`src/rtl/bram_pixel_reader.sv`:
```
// Streams a contiguous range of 32-bit BRAM words out as RGB565 pixels, two per word.
// Define BRAM_PIXEL_READER_HI_FIRST_EN to emit [31:16] before [15:0] within each word.
module bram_pixel_reader #(
   parameter int ADDR_WIDTH = 14,
   parameter int LEN_WIDTH  = 16
) (
   input  logic                  clka,
   input  logic                  rstn_a,
   input  logic                  start,
   input  logic                  abort,
   input  logic [ADDR_WIDTH-1:0] base_addr,
   input  logic [LEN_WIDTH-1:0]  word_count,
   output logic                  busy,
   output logic                  done,
   output logic [ADDR_WIDTH-1:0] ram_addr,
   output logic [3:0]            ram_wea,
   output logic [31:0]           ram_dina,
   input  logic [31:0]           ram_douta,
   output logic [15:0]           pix_data,
   output logic                  pix_valid,
   input  logic                  pix_ready
);

   typedef enum logic [1:0] {IDLE, RUN, FLUSH, DONE} state_t;

   state_t               state;
   logic                 iss_q, dv_q;
   logic                 half_vld, pre_vld;
   logic [15:0]          half_data;
   logic [31:0]          pre_w;
   logic [LEN_WIDTH-1:0] rd_left;

   logic                 take, arr, nv, nh, np, issue;
   logic [15:0]          nd, nhd;
   logic [31:0]          npw;
   logic [2:0]           occ;

   function automatic logic [15:0] first_px(input logic [31:0] w);
`ifdef BRAM_PIXEL_READER_HI_FIRST_EN
      return w[31:16];
`else
      return w[15:0];
`endif
   endfunction

   function automatic logic [15:0] second_px(input logic [31:0] w);
`ifdef BRAM_PIXEL_READER_HI_FIRST_EN
      return w[15:0];
`else
      return w[31:16];
`endif
   endfunction

   assign ram_wea  = 4'b0000;
   assign ram_dina = '0;

   // Pixels drain oldest-first: pending half, then prefetch word, then the word
   // arriving on ram_douta (bypassed straight to the output when nothing is queued).
   always_comb begin
      take = !pix_valid || pix_ready;
      nv   = pix_valid && !pix_ready;
      nd   = pix_data;
      nh   = half_vld;
      nhd  = half_data;
      np   = pre_vld;
      npw  = pre_w;
      arr  = dv_q;
      if (take) begin
         if (half_vld) begin
            nv = 1'b1;
            nd = half_data;
            nh = 1'b0;
         end else if (pre_vld) begin
            nv  = 1'b1;
            nd  = first_px(pre_w);
            nh  = 1'b1;
            nhd = second_px(pre_w);
            np  = 1'b0;
         end else if (dv_q) begin
            nv  = 1'b1;
            nd  = first_px(ram_douta);
            nh  = 1'b1;
            nhd = second_px(ram_douta);
            arr = 1'b0;
         end
      end
      if (arr) begin
         np  = 1'b1;
         npw = ram_douta;
      end
   end

   // Pixels held after this edge plus the word already in flight; a new read is
   // only issued when its two pixels are sure to fit even if the sink stalls.
   assign occ   = 3'(nv) + 3'(nh) + {1'b0, np, 1'b0} + {1'b0, iss_q, 1'b0};
   assign issue = (state == RUN) && (occ <= 3'd2);

   always_ff @(posedge clka or negedge rstn_a) begin
      if (!rstn_a) begin
         state     <= IDLE;
         busy      <= 1'b0;
         done      <= 1'b0;
         ram_addr  <= '0;
         iss_q     <= 1'b0;
         dv_q      <= 1'b0;
         rd_left   <= '0;
         pix_valid <= 1'b0;
         pix_data  <= '0;
         half_vld  <= 1'b0;
         half_data <= '0;
         pre_vld   <= 1'b0;
         pre_w     <= '0;
      end else if (abort) begin
         state     <= IDLE;
         busy      <= 1'b0;
         done      <= 1'b0;
         iss_q     <= 1'b0;
         dv_q      <= 1'b0;
         pix_valid <= 1'b0;
         half_vld  <= 1'b0;
         pre_vld   <= 1'b0;
      end else begin
         pix_valid <= nv;
         pix_data  <= nd;
         half_vld  <= nh;
         half_data <= nhd;
         pre_vld   <= np;
         pre_w     <= npw;
         dv_q      <= iss_q;
         iss_q     <= 1'b0;
         done      <= 1'b0;
         case (state)
            IDLE: if (start) begin
               if (word_count == '0) begin
                  state <= DONE;
                  done  <= 1'b1;
               end else begin
                  state    <= (word_count == LEN_WIDTH'(1)) ? FLUSH : RUN;
                  busy     <= 1'b1;
                  ram_addr <= base_addr;
                  iss_q    <= 1'b1;
                  rd_left  <= word_count - LEN_WIDTH'(1);
               end
            end
            RUN: if (issue) begin
               ram_addr <= ram_addr + ADDR_WIDTH'(1);
               iss_q    <= 1'b1;
               rd_left  <= rd_left - LEN_WIDTH'(1);
               if (rd_left == LEN_WIDTH'(1)) state <= FLUSH;
            end
            FLUSH: if (!iss_q && !nv && !nh && !np) begin
               state <= DONE;
               busy  <= 1'b0;
               done  <= 1'b1;
            end
            default: state <= IDLE;
         endcase
      end
   end

endmodule

```
`config.mk`:
```
export PLATFORM = sky130hd
export DESIGN_NAME = bram_pixel_reader
export DESIGN_NICKNAME = d
export VERILOG_FILES = /design/src/rtl/bram_pixel_reader.sv
export SDC_FILE = /design/constraint.sdc
export NUM_CORES = 1
export LEC_CHECK = 0
export ABC_AREA = 0
export CORE_MARGIN = 2
export CORE_UTILIZATION = 40
export CTS_CLUSTER_DIAMETER = 40
export DETAILED_ROUTE_END_ITERATION = 6
export PLACE_DENSITY = 0.65
export SYNTH_ARGS = -nofsm -noshare
export SYNTH_HDL_FRONTEND = slang
export SYNTH_SLANG_ARGS = --single-unit
```
`constraint.sdc`:
```
create_clock -name clka -period 3.6 [get_ports clka]
set_clock_uncertainty 0.1 [all_clocks]
set_input_delay 0.72 -clock clka [delete_from_list [all_inputs] [get_ports clka]]
set_output_delay 0.72 -clock clka [all_outputs]
set_load 0.05 [all_outputs]
```
==> flow_summary.yaml <==
outcome:
  status: "finished, final reports clean"
cts:
  holdBufCountCts: 0
  cts_tree: "built"
  total_cts_buffers: 9
  cts.sinks: 103
  post-cts-setup-buffer-count: 0
  root_buffer: "sky130_fd_sc_hd__clkbuf_16"
  ctsLongestPathBuffers: 2
  clock_insertion_delay_worst_skew_ns: 0.35
  htreeDepth: 3
  post_cts_resize_count: 0
  clk_pin_slew_worst_paths_ns: 0.07
sta:
  setup_repair_after_global_routing_missed_its_margin: "false"
  maxSlewHeadroom: 0.243
  slew_violations: 0
  timing.final.setup_violations: 0
  final_critical_path_setup_slack_ns: 0.193
  fin_tns_setup_ns: 0
  min_period_over_period: 0.946
  timing.hold.ws_ns: 0.322
  worst_margin_pin_slew_ns: 1.14
  final.min_clock_period_ns: 3.41
  report.final.hold_viol_count: 0
  max_freq_mhz: 293
yosys:
  synthesis.area_sq_um: 5850
  synth_async_sr_flop_share: 1.00
  ys_dominant_reg_cell: "sky130_fd_sc_hd__dfrtp_1"
  syn_avg_cell_area_sq_um: 9.40
  synthTopCellsByArea: "sky130_fd_sc_hd__dfrtp_1 (44%), sky130_fd_sc_hd__mux2_2 (6.4%), sky130_fd_sc_hd__mux2i_1 (6.0%), sky130_fd_sc_hd__a21oi_1 (5.1%), sky130_fd_sc_hd__buf_4 (4.6%)"
  synth-seq-cells: 103
  ys_warn_count: 0
  yosys.cell_types.count: 56
  syn-instance-count: 622
  synth-seq-area-share: 0.441
  synth_enable_flop_cells: 0
  synth_largest_area_cell: "sky130_fd_sc_hd__dfrtp_1"
  synth.top_cell.area_share: 0.441
floorplanning:
  start_util: 0.405
  pin_count: 136
  core-area_sq_um: 14400
  die_y_um: 125
  die_width_um: 125
  core.rowCount: 44
  die_area_sq_um: 15600
power:
  power_switching_uw: 2580
  total_power_uw: 5860
  p_int_uw: 3280
  share_seq_of_total_power: 0.373
  vdd_ir_drop_max_v: 0.000725
  power.share.combinational: 0.464
  clock_power_share: 0.163
  swShare: 0.440
  power.density_cell_area_nw_per_um2: 802
  cellLeakagePower_uw: 0.00301
layout:
  n_fill_cell: 1327
  commonest_non_fill_non_tap_cells_in_the_layout: "sky130_fd_sc_hd__dfrtp_1 (102), sky130_fd_sc_hd__clkdlybuf4s50_1 (98), sky130_fd_sc_hd__a21oi_1 (60)"
  antenna_cells_inserted: 0
  non_filler_instance_count_after_layout: 909
  flow.area_growth_from_synthesis_pct: 24.8
  finish.net_count: 798
  drive_above_1_share: 0.126
  layout_commonest_cell: "sky130_fd_sc_hd__dfrtp_1"
routing:
  drtIter0Drc: 215
  final_antenna_net_count: 0
  firstDrtPassIters: 5
  remaining_drc_errors: 0
  routedWlPerCell_um: 15.9
  drt-total-wl_um: 14400
  vias_per_cell: 5.44
  vias: 4946
setup_path:
  criticalPathCategory: "in2reg"
  regToRegEndpoint: "rd_left[15]"
  worst-endpoint-required_ns: 3.72
  path_depth_of_the_worst_reg2reg_path: 11
  critical_path_peak_fanout: 5
  crit_arrival_ns: 3.53
  worst_setup_ep: "rd_left[15]"
  worst_case_register_to_register_setup_slack_ns: 0.55
  startpoint_kind_of_the_worst_setup_timing_path: "input port"
  critical_path.startpoint: "pix_ready"
  endpoint_kind: "register"
  critical_path.reg2reg.startpoint: "pre_vld"
grt:
  grt_antenna_before_repair: 0
  grt_start_max_net_pins: 54
  grt_usage: 0.185
  grt_pass1_vias: 4690
  global_route_congestion_overflow_total: 0
  grt_first_pass_wirelength_um: 23800
placed_design:
  gp_routability_congestion: 0.887
  placed_cells_incl_taps: 893
  port-buffer-count: 99
  post-place-ws_ns: -0.250
  dpl.hpwl_um: 10200
flow_run:
  max_cap_viol_count: 0
worst_hold_path:
  min_path_type: "in2async"
power by group through the flow:
stage          Combinational, uW  Clock [uW]  Sequential [uW]
6_report                    2720         954             2180
5_1_grt                     2950        1040             2270
4_1_cts                     2730         984             2170
3_5_place_dp                2720           0             2190
3_3_place_gp                2670           0             2160
2_1_floorplan               1380           0             2650
logic make-up (layout without fill, tap and decap cells):
family | after synthesis | in the layout | synth area share
AND/OR/NAND/NOR | 178 | 178 | 0.153
multiplexers | 68 | 68 | 0.123
buffers and inverters | 89 | 157 | 0.0804
other | 1 | 36 | 0.000641
XOR/XNOR | 12 | 12 | 0.0180
flip-flops | 103 | 103 | 0.441
AO/OA/AOI/OAI | 160 | 160 | 0.159
adder cells (fa/ha/maj) | 11 | 11 | 0.0248
cell usage after synthesis, types with 3 or more instances:
master	instances
sky130_fd_sc_hd__dfrtp_1	103
sky130_fd_sc_hd__a21oi_1	60
sky130_fd_sc_hd__nor2_1	56
sky130_fd_sc_hd__o22ai_1	39
sky130_fd_sc_hd__o21ai_0	38
sky130_fd_sc_hd__buf_4	36
sky130_fd_sc_hd__mux2i_1	35
sky130_fd_sc_hd__mux2_2	33
sky130_fd_sc_hd__nand2_1	33
sky130_fd_sc_hd__clkbuf_1	31
sky130_fd_sc_hd__nand3_1	20
sky130_fd_sc_hd__inv_1	17
sky130_fd_sc_hd__nor3_1	12
sky130_fd_sc_hd__ha_1	10
sky130_fd_sc_hd__nand4_1	9
sky130_fd_sc_hd__nor4_1	9
sky130_fd_sc_hd__xnor2_1	8
sky130_fd_sc_hd__and2_1	4
sky130_fd_sc_hd__and3_1	4
sky130_fd_sc_hd__buf_1	4
sky130_fd_sc_hd__nand2b_1	4
sky130_fd_sc_hd__or2_2	4
sky130_fd_sc_hd__or3_1	4
sky130_fd_sc_hd__xor2_1	4
sky130_fd_sc_hd__a211oi_1	3
sky130_fd_sc_hd__nand3b_1	3
sky130_fd_sc_hd__nor2b_1	3
final cells by class:
class | instances | area, sq um | area share
Multi-Input combinational cell | 465 | 2960 | 0.406
Sequential cell | 103 | 2580 | 0.353
Timing Repair Buffer | 124 | 1180 | 0.161
Tap cell | 184 | 230 | 0.0315
Clock buffer | 9 | 225 | 0.0308
Clock inverter | 7 | 65.1 | 0.00891
Inverter | 17 | 63.8 | 0.00874
registers in the layout, indices dropped and copies added (netlist names):
register,flops
pre_w,32
half_data,16
pix_data,16
rd_left,16
ram_addr,14
state,2
busy,1
done,1
dv_q,1
half_vld,1
iss_q,1
pix_valid,1
pre_vld,1
worst min path at each step:
stage                             from           end  slack (ns)  cells after the start
after CTS                       rstn_a      pre_w[1]        0.34                      1
after floorplan                 rstn_a          busy        0.32                      0
after global placement     pix_data[8]   pix_data[8]        0.36                      2
final                           rstn_a      pre_w[1]        0.32                      1
after global routing            rstn_a      pre_w[7]        0.37                      1
after detailed placement  pix_data[11]  pix_data[11]        0.37                      2
critical path, cell delays in order:
cell and delay [ns]:
sky130_fd_sc_hd__clkdlybuf4s50_1 0.48, sky130_fd_sc_hd__nor2b_2 0.07, sky130_fd_sc_hd__nor3_1 0.17, sky130_fd_sc_hd__a21o_1 0.13
sky130_fd_sc_hd__ha_1 0.15, sky130_fd_sc_hd__inv_1 0.05, sky130_fd_sc_hd__fa_1 0.51, sky130_fd_sc_hd__nand3b_1 0.13
sky130_fd_sc_hd__nand3_1 0.17, sky130_fd_sc_hd__or4_2 0.69, sky130_fd_sc_hd__o22ai_1 0.16, sky130_fd_sc_hd__a221oi_1 0.10
per-layer routing:
layer / track usage / vias to the layer above / routed length [um]
met5: 0 / - / 0
met4: 0.0294 / 0 / 74
met3: 0.0438 / 7 / 785
met2: 0.310 / 159 / 6930
met1: 0.251 / 2400 / 6630
li1: - / 2380 / -
metrics by stage:
stage / instance area [sq um] / util
2_1_floorplan: 5980 / -
3_3_place_gp: 7010 / 0.486
3_5_place_dp: 7010 / 0.486
4_1_cts: 7300 / 0.506
5_1_grt: 7300 / 0.506
6_report: 7300 / 0.506
Power figures use the tool's default switching activity.
